==> config.mk <==
export PLATFORM = sky130hd
export DESIGN_NAME = map_tile_renderer_flat
export DESIGN_NICKNAME = d
export VERILOG_FILES = /design/src/rtl/pacman_tile_pkg.sv /design/src/rtl/map_tile_renderer_if.sv /design/src/rtl/map_tile_shape.sv /design/src/rtl/map_tile_renderer.sv /design/src/flat_wrapper.sv
export SDC_FILE = /design/constraint.sdc
export NUM_CORES = 1
export LEC_CHECK = 0
export CELL_PAD_IN_SITES_DETAIL_PLACEMENT = 1
export CELL_PAD_IN_SITES_GLOBAL_PLACEMENT = 1
export CORE_ASPECT_RATIO = 0.5
export CORE_MARGIN = 5
export CORE_UTILIZATION = 34
export DETAILED_ROUTE_END_ITERATION = 8
export PLACE_DENSITY = 0.83
export SLEW_MARGIN = 20
export SYNTH_ARGS = -nofsm -noshare
export SYNTH_HDL_FRONTEND = slang
export SYNTH_SLANG_ARGS = --single-unit
==> constraint.sdc <==
create_clock -name clk -period 2 [get_ports clk]
set_input_delay 0.2 -clock clk [delete_from_list [all_inputs] [get_ports clk]]
set_output_delay 0.2 -clock clk [all_outputs]
set_load 0.1 [all_outputs]
==> src/rtl/pacman_tile_pkg.sv <==
// Shared tile-code and colour-channel types for the map tile renderer.
// Latency: n/a (type definitions only).
// Backpressure: n/a.
package pacman_tile_pkg;

    localparam int TILE_CODE_W = 4;

    typedef enum logic [TILE_CODE_W-1:0] {
        TC_CORNER_LL = 4'h0,
        TC_WALL_UP   = 4'h1,
        TC_WALL_RT   = 4'h2,
        TC_WALL_DN   = 4'h3,
        TC_WALL_LF   = 4'h4,
        TC_CORNER_UL = 4'h5,
        TC_CORNER_UR = 4'h6,
        TC_CORNER_LR = 4'h7,
        TC_EMPTY     = 4'h8,
        TC_CANDY     = 4'h9,
        TC_POWER     = 4'hA,
        TC_GATE      = 4'hB,
        TC_RSVD_C    = 4'hC,
        TC_RSVD_D    = 4'hD,
        TC_RSVD_E    = 4'hE,
        TC_RSVD_F    = 4'hF
    } tile_code_e;

    // Which channel(s) a lit pixel drives; pink is full red plus half blue.
    typedef enum logic [1:0] {
        CH_R    = 2'd0,
        CH_G    = 2'd1,
        CH_B    = 2'd2,
        CH_PINK = 2'd3
    } chan_sel_e;

endpackage

==> src/rtl/map_tile_renderer_if.sv <==
// Pixel request (offset + tile code) and pixel result (RGB + wall flag) bundle.
// Latency: n/a (wiring only).
// Backpressure: none; both directions are valid-only streams.
interface map_tile_renderer_if
    import pacman_tile_pkg::*;
#(
    parameter int TILE_BITS = 3,
    parameter int COLOR_W   = 4
);
    logic                   pix_valid_i;
    logic [TILE_BITS-1:0]   sx;
    logic [TILE_BITS-1:0]   sy;
    logic [TILE_CODE_W-1:0] tile_code;

    logic                   pix_valid_o;
    logic [COLOR_W-1:0]     R;
    logic [COLOR_W-1:0]     G;
    logic [COLOR_W-1:0]     B;
    logic                   wall_px;

    modport master (
        output pix_valid_i, sx, sy, tile_code,
        input  pix_valid_o, R, G, B, wall_px
    );

    modport slave (
        input  pix_valid_i, sx, sy, tile_code,
        output pix_valid_o, R, G, B, wall_px
    );
endinterface

==> src/rtl/map_tile_shape.sv <==
// Decodes one in-tile pixel of a tile code into lit / channel select / wall flag.
// Latency: purely combinational.
// Backpressure: none.
module map_tile_shape
    import pacman_tile_pkg::*;
#(
    parameter int TILE_BITS = 3
) (
    input  tile_code_e           code,
    input  logic [TILE_BITS-1:0] sx,
    input  logic [TILE_BITS-1:0] sy,
    input  logic                 blink_on,
    input  logic                 gate_open,
    output logic                 lit,
    output chan_sel_e            chan_sel,
    output logic                 is_wall
);
    // Centre line of the tile and its neighbours (C-1, C, C+1).
    localparam logic [TILE_BITS-1:0] C   = {1'b1, {(TILE_BITS-1){1'b0}}};
    localparam logic [TILE_BITS-1:0] CM1 = {1'b0, {(TILE_BITS-1){1'b1}}};
    localparam logic [TILE_BITS-1:0] CP1 = {1'b1, {(TILE_BITS-2){1'b0}}, 1'b1};

    logic x_eq, y_eq, x_ge, x_le, y_ge, y_le;
    logic x_near, y_near, x_candy, y_candy;

    assign x_eq    = (sx == C);
    assign y_eq    = (sy == C);
    assign x_ge    = (sx >= C);
    assign x_le    = (sx <= C);
    assign y_ge    = (sy >= C);
    assign y_le    = (sy <= C);
    assign x_near  = (sx >= CM1) && (sx <= CP1);
    assign y_near  = (sy >= CM1) && (sy <= CP1);
    assign x_candy = (sx == CM1) || (sx == C);
    assign y_candy = (sy == CM1) || (sy == C);

    // Shape table: walls/corners are blue centre lines, candy/cookie are blobs, gate is pink.
    always_comb begin
        lit      = 1'b0;
        chan_sel = CH_B;
        is_wall  = 1'b0;
        case (code)
            TC_CORNER_LL: begin
                lit     = (y_eq && x_ge) || (y_le && x_eq);
                is_wall = lit;
            end
            TC_WALL_UP, TC_WALL_DN: begin
                lit     = y_eq;
                is_wall = lit;
            end
            TC_WALL_RT, TC_WALL_LF: begin
                lit     = x_eq;
                is_wall = lit;
            end
            TC_CORNER_UL: begin
                lit     = (y_eq && x_ge) || (y_ge && x_eq);
                is_wall = lit;
            end
            TC_CORNER_UR: begin
                lit     = (y_eq && x_le) || (y_ge && x_eq);
                is_wall = lit;
            end
            TC_CORNER_LR: begin
                lit     = (y_eq && x_le) || (y_le && x_eq);
                is_wall = lit;
            end
            TC_CANDY: begin
                lit      = x_candy && y_candy;
                chan_sel = CH_G;
            end
            TC_POWER: begin
                lit = x_near && y_near && blink_on;
            end
            TC_GATE: begin
                lit      = y_eq && !gate_open;
                chan_sel = CH_PINK;
                is_wall  = lit;
            end
            default: begin
                lit = 1'b0;
            end
        endcase
    end
endmodule

==> src/rtl/map_tile_renderer.sv <==
// Renders one in-tile pixel per clock to RGB with wall flag, gate and blinking power cookies.
// Latency: 2 clocks (S1 input register, S2 decode + output register), 1 pixel/clock.
// Backpressure: none; never stalls, invalid slots produce black.
module map_tile_renderer
    import pacman_tile_pkg::*;
#(
    parameter int TILE_BITS    = 3,
    parameter int COLOR_W      = 4,
    parameter int BLINK_FRAMES = 15
) (
    input  logic clk,
    input  logic rst,
    input  logic frame_start,
    input  logic gate_open,
    map_tile_renderer_if.slave pix
);
    // A single-frame blink period still needs a 1-bit counter to hold its zero.
    localparam int CNT_W = (BLINK_FRAMES > 1) ? $clog2(BLINK_FRAMES) : 1;
    localparam logic [CNT_W-1:0]   CNT_MAX = CNT_W'(BLINK_FRAMES - 1);
    localparam logic [COLOR_W-1:0] FULL    = '1;
    localparam logic [COLOR_W-1:0] HALF    = {1'b0, {(COLOR_W-1){1'b1}}};

    logic                 s1_vld;
    logic [TILE_BITS-1:0] s1_sx;
    logic [TILE_BITS-1:0] s1_sy;
    tile_code_e           s1_code;

    logic [CNT_W-1:0]     blink_cnt;
    logic                 blink_on;

    logic                 lit;
    chan_sel_e            chan_sel;
    logic                 is_wall;
    logic                 px_on;

    // Frame-counted blink phase; reset restarts with cookies visible.
    always_ff @(posedge clk) begin
        if (rst) begin
            blink_cnt <= '0;
            blink_on  <= 1'b1;
        end else if (frame_start) begin
            if (blink_cnt == CNT_MAX) begin
                blink_cnt <= '0;
                blink_on  <= ~blink_on;
            end else begin
                blink_cnt <= blink_cnt + 1'b1;
            end
        end
    end

    // S1: capture the incoming pixel request.
    always_ff @(posedge clk) begin
        if (rst) begin
            s1_vld  <= 1'b0;
            s1_sx   <= '0;
            s1_sy   <= '0;
            s1_code <= TC_CORNER_LL;
        end else begin
            s1_vld  <= pix.pix_valid_i;
            s1_sx   <= pix.sx;
            s1_sy   <= pix.sy;
            s1_code <= tile_code_e'(pix.tile_code);
        end
    end

    // blink_on is the pre-update value here, so a coincident frame_start affects the next pixel.
    map_tile_shape #(
        .TILE_BITS (TILE_BITS)
    ) u_shape (
        .code      (s1_code),
        .sx        (s1_sx),
        .sy        (s1_sy),
        .blink_on  (blink_on),
        .gate_open (gate_open),
        .lit       (lit),
        .chan_sel  (chan_sel),
        .is_wall   (is_wall)
    );

    assign px_on = s1_vld && lit;

    // S2: register colour; an empty slot is forced black so nothing stale leaks out.
    always_ff @(posedge clk) begin
        if (rst) begin
            pix.pix_valid_o <= 1'b0;
            pix.R           <= '0;
            pix.G           <= '0;
            pix.B           <= '0;
            pix.wall_px     <= 1'b0;
        end else begin
            pix.pix_valid_o <= s1_vld;
            pix.R           <= (px_on && (chan_sel == CH_R || chan_sel == CH_PINK)) ? FULL : '0;
            pix.G           <= (px_on && chan_sel == CH_G) ? FULL : '0;
            pix.B           <= !px_on              ? '0   :
                               (chan_sel == CH_B)  ? FULL :
                               (chan_sel == CH_PINK) ? HALF : '0;
            pix.wall_px     <= s1_vld && is_wall;
        end
    end
endmodule

==> src/flat_wrapper.sv <==
// flat-port wrapper written by rule: the top's interface ports become plain ports
module map_tile_renderer_flat import pacman_tile_pkg::*;
#(
    parameter int TILE_BITS    = 3,
    parameter int COLOR_W      = 4,
    parameter int BLINK_FRAMES = 15
)
  (clk, rst, frame_start, gate_open, pix_pix_valid_i, pix_sx, pix_sy, pix_tile_code, pix_pix_valid_o, pix_R, pix_G, pix_B, pix_wall_px);
  map_tile_renderer_if #(.TILE_BITS(TILE_BITS), .COLOR_W(COLOR_W)) pix_i ();
  input  logic clk;
  input  logic rst;
  input  logic frame_start;
  input  logic gate_open;
  input wire logic [$bits(pix_i.pix_valid_i)-1:0] pix_pix_valid_i;
  input wire logic [$bits(pix_i.sx)-1:0] pix_sx;
  input wire logic [$bits(pix_i.sy)-1:0] pix_sy;
  input wire logic [$bits(pix_i.tile_code)-1:0] pix_tile_code;
  output wire logic [$bits(pix_i.pix_valid_o)-1:0] pix_pix_valid_o;
  output wire logic [$bits(pix_i.R)-1:0] pix_R;
  output wire logic [$bits(pix_i.G)-1:0] pix_G;
  output wire logic [$bits(pix_i.B)-1:0] pix_B;
  output wire logic [$bits(pix_i.wall_px)-1:0] pix_wall_px;
  assign pix_i.pix_valid_i = pix_pix_valid_i;
  assign pix_i.sx = pix_sx;
  assign pix_i.sy = pix_sy;
  assign pix_i.tile_code = pix_tile_code;
  assign pix_pix_valid_o = pix_i.pix_valid_o;
  assign pix_R = pix_i.R;
  assign pix_G = pix_i.G;
  assign pix_B = pix_i.B;
  assign pix_wall_px = pix_i.wall_px;
  map_tile_renderer #(.TILE_BITS(TILE_BITS), .COLOR_W(COLOR_W), .BLINK_FRAMES(BLINK_FRAMES)) u_core (.clk(clk), .rst(rst), .frame_start(frame_start), .gate_open(gate_open), .pix(pix_i));
endmodule
==> flow_summary.ini, run 1 <==
[route]
ant_nets = 0
drc_errors = 0
via_per_inst = 5.31
vias = 913
drt_first_pass_iters = 4
drtIter0Drc = 86
wl_per_cell_um = 15.5
wl_mm = 2.66

[critical_path]
startpoint = u_core.s1_sx[2]
setup.worst_path.end_class = flip-flop
crit_path_max_incr_delay_ns = 0.64
rr_startpoint = u_core.s1_sx[2]
worstRegToRegCells = 4
cp_slowest_cell = a222oi_1
required_ns = 2.10
path_max_fanout = 9
start_kind = flip-flop
r2r_setup_slack_ns = 0.13
worstSetupPathType = flip-flop to flip-flop
crit_arrival_ns = 1.98
crit_chain = o21ai_0 -> and2_1 -> a222oi_1 -> a311oi_1

[timing]
finalCriticalPeriod_ns = 1.87
finalMaxSlewViolations = 0
setup_tns_ns = 0
slew_headroom = 0.537
tightest_slew_ns = 0.695
rsz0062_at_grt = false
finalCritPeriodShare = 0.937
timing.fmax_mhz = 534
fin_worst_skew_ns = 0.00657
setup_viol = 0
final_hold_viol_count = 0

[cts]
clkTransAtPathRegs_ns = 0.08
clk_latency_ns = 0.26
post-cts-setup-buffers = 0
numCtsBuffers = 3
cts_buffer_depth = 2
holdBufCountCts = 0
ctsResizeCount = 0
root_buffer = clkbuf_8
htree_num_levels = 1
cts_sinks = 22
cts_tree = done

[synthesis]
synth_top_area_cell = dfxtp_1
syn_area_um2 = 1010
yosysTopAreaCellShare = 0.438
synthCells = 112
synth_edf_count = 0
synth_flop_cell = dfxtp_1
synth_nets = 127
synth_cell_type_count = 33
yosys_warnings = 0
synthArstFlopShare = 0
ys_ff_latch = 22
synth.avg_cell_area_um2 = 8.98
synth_area_leaders = dfxtp_1 44%, nor2b_1 11%, buf_4 6.0%, a21oi_1 4.0%, o21ai_0 3.0%
ys_seq_area_frac = 0.438

[place]
dpl.cell_count = 169
place_hpwl_mm = 2.04
place_congestion = 0.792
numPortBuffers = 28
postPlaceCellArea_um2 = 1250

[min_path]
min_from = pix_sx[1]
min_path_cells = 2
min_path_type = primary input to flip-flop

[floorplan]
coreArea_um2 = 2720
rows = 13
io_pins = 29
fp.dieW_um = 86.9
start_util = 0.370
dieHeight_um = 48.5
dieArea_um2 = 4210

[grt]
grt-ovfl-total = 0
grt_pass1_wl_mm = 4.35
grt_max_degree = 12
grt_antenna_before_repair = 0
globalRouteTotalUtil = 0.131
grt_pass1_vias = 907

[pwr]
p_leak_nw = 0.490
p_per_area_nw_per_um2 = 665
ir_worst_vdd_mv = 0.327
finalPower_mw = 0.857

[job]
maxCapViolCount = 0

[finish]
postLayoutCoreUtil = 0.475
finalInstanceArea_um2 = 1290
fillers = 326
drive_gt1_frac = 0.185
layoutNonFillerInstCount = 172
num_antenna_cells = 0
nets = 152
syn_to_final_growth_pct = 28.2
multiInputGateArea_um2 = 490
regArea_um2 = 440

[run_status]
status = finished, final reports clean
==> stage by stage <==
step	worst slack [ns]	hold WS, ns
final	0.126	0.485
after global routing	0.0377	0.487
after floorplan	0.408	0.272
after detailed placement	0.165	0.552
after global placement	0.359	0.547
after CTS	0.145	0.484
==> cells by family (layout without fill, tap and decap cells) <==
group                  Yosys count  count (layout)  synth area share
AND/OR/NAND/NOR                 50              50             0.303
AO/OA/AOI/OAI                   28              28             0.184
flip-flops                      22              22             0.438
buffers and inverters           12              35            0.0746
==> area by class of cell <==
class	instances	area share
Sequential cell	22	0.341
Multi-Input combinational cell	78	0.380
Inverter	1	0.00291
Clock buffer	3	0.0320
Tap cell	37	0.0359
Timing Repair Buffer	31	0.208
==> registers in the layout, indices dropped and copies added (netlist names) <==
signal,count
u_core.s1_sy,3
u_core.pix.wall_px,1
u_core.pix.R,1
u_core.pix.pix_valid_o,1
u_core.s1_sx,3
u_core.blink_on,1
u_core.s1_code,4
u_core.s1_vld,1
u_core.blink_cnt,4
u_core.pix.G,1
u_core.pix.B,2
==> metal layers <==
layer / share of wire / GRT usage / up-vias
met5: 0 / 0 / -
met4: 0.010 / 0.0389 / 0
met3: 0.062 / 0.0388 / 2
met2: 0.51 / 0.237 / 29
met1: 0.42 / 0.148 / 437
li1: - / - / 445
==> path summary, 6_finish.rpt <==
check                                               to
worst max-delay path                   u_core.pix.R[2]
worst min-delay path                   u_core.s1_sx[1]
worst min register to register  u_core.pix.pix_valid_o
worst max register to register         u_core.pix.R[2]
==> where the power goes <==
group / total [mW] / switching [mW] / leakage, nW / internal [mW]
Combinational: 0.105 / 0.0496 / 0.288 / 0.0555
Clock: 0.272 / 0.137 / 0.0216 / 0.134
Sequential: 0.481 / 0.0266 / 0.181 / 0.454
==> Yosys cell counts, drive strengths merged (2+ instances only) <==
library cell and count:
a21oi 8, a311oi 2, a31oi 3, and3 4
buf 8, clkbuf 3, dfxtp 22, nand2 6
nand3 3, nor2 7, nor2b 17, nor3b 2
nor4b 3, o211ai 2, o21ai 6
==> placed cells by master, fill, tap and decap left out, drive strengths merged <==
cell / n
dfxtp: 22
nor2b: 17
buf: 17
clkdlybuf4s50: 14
a21oi: 8
nor2: 7
o21ai: 6
nand2: 6
and3: 4
nor4b: 3
a31oi: 3
nand3: 3
clkbuf: 3
a311oi: 2
o211ai: 2
nor3b: 2
inv: 1
and2: 1
a21o: 1
nand4bb: 1
nand2b: 1
o31ai: 1
or4b: 1
o32ai: 1
a222oi: 1
o22ai: 1
o311ai: 1
a22oi: 1
nand4: 1
nor3: 1
or3b: 1
nand3b: 1
==> worst max-delay path: cells and delay by family, from the launching register on <==
kind,cells,cell delay (ns)
AOI/OAI and AO/OA,3,1.01
DFF,1,0.50
and+or+nand+nor,1,0.20
(Power assumes the default switching activity.)
==> run 2, diff against run 1 <==
--- a/config.mk
+++ b/config.mk
@@ -5,6 +5,7 @@
 export SDC_FILE = /design/constraint.sdc
 export NUM_CORES = 1
 export LEC_CHECK = 0
+export CAP_MARGIN = 20
 export CELL_PAD_IN_SITES_DETAIL_PLACEMENT = 1
 export CELL_PAD_IN_SITES_GLOBAL_PLACEMENT = 1
 export CORE_ASPECT_RATIO = 0.5
==> results of run 2 <==
Final layout, timing and power as in run 1 (identical DEF).
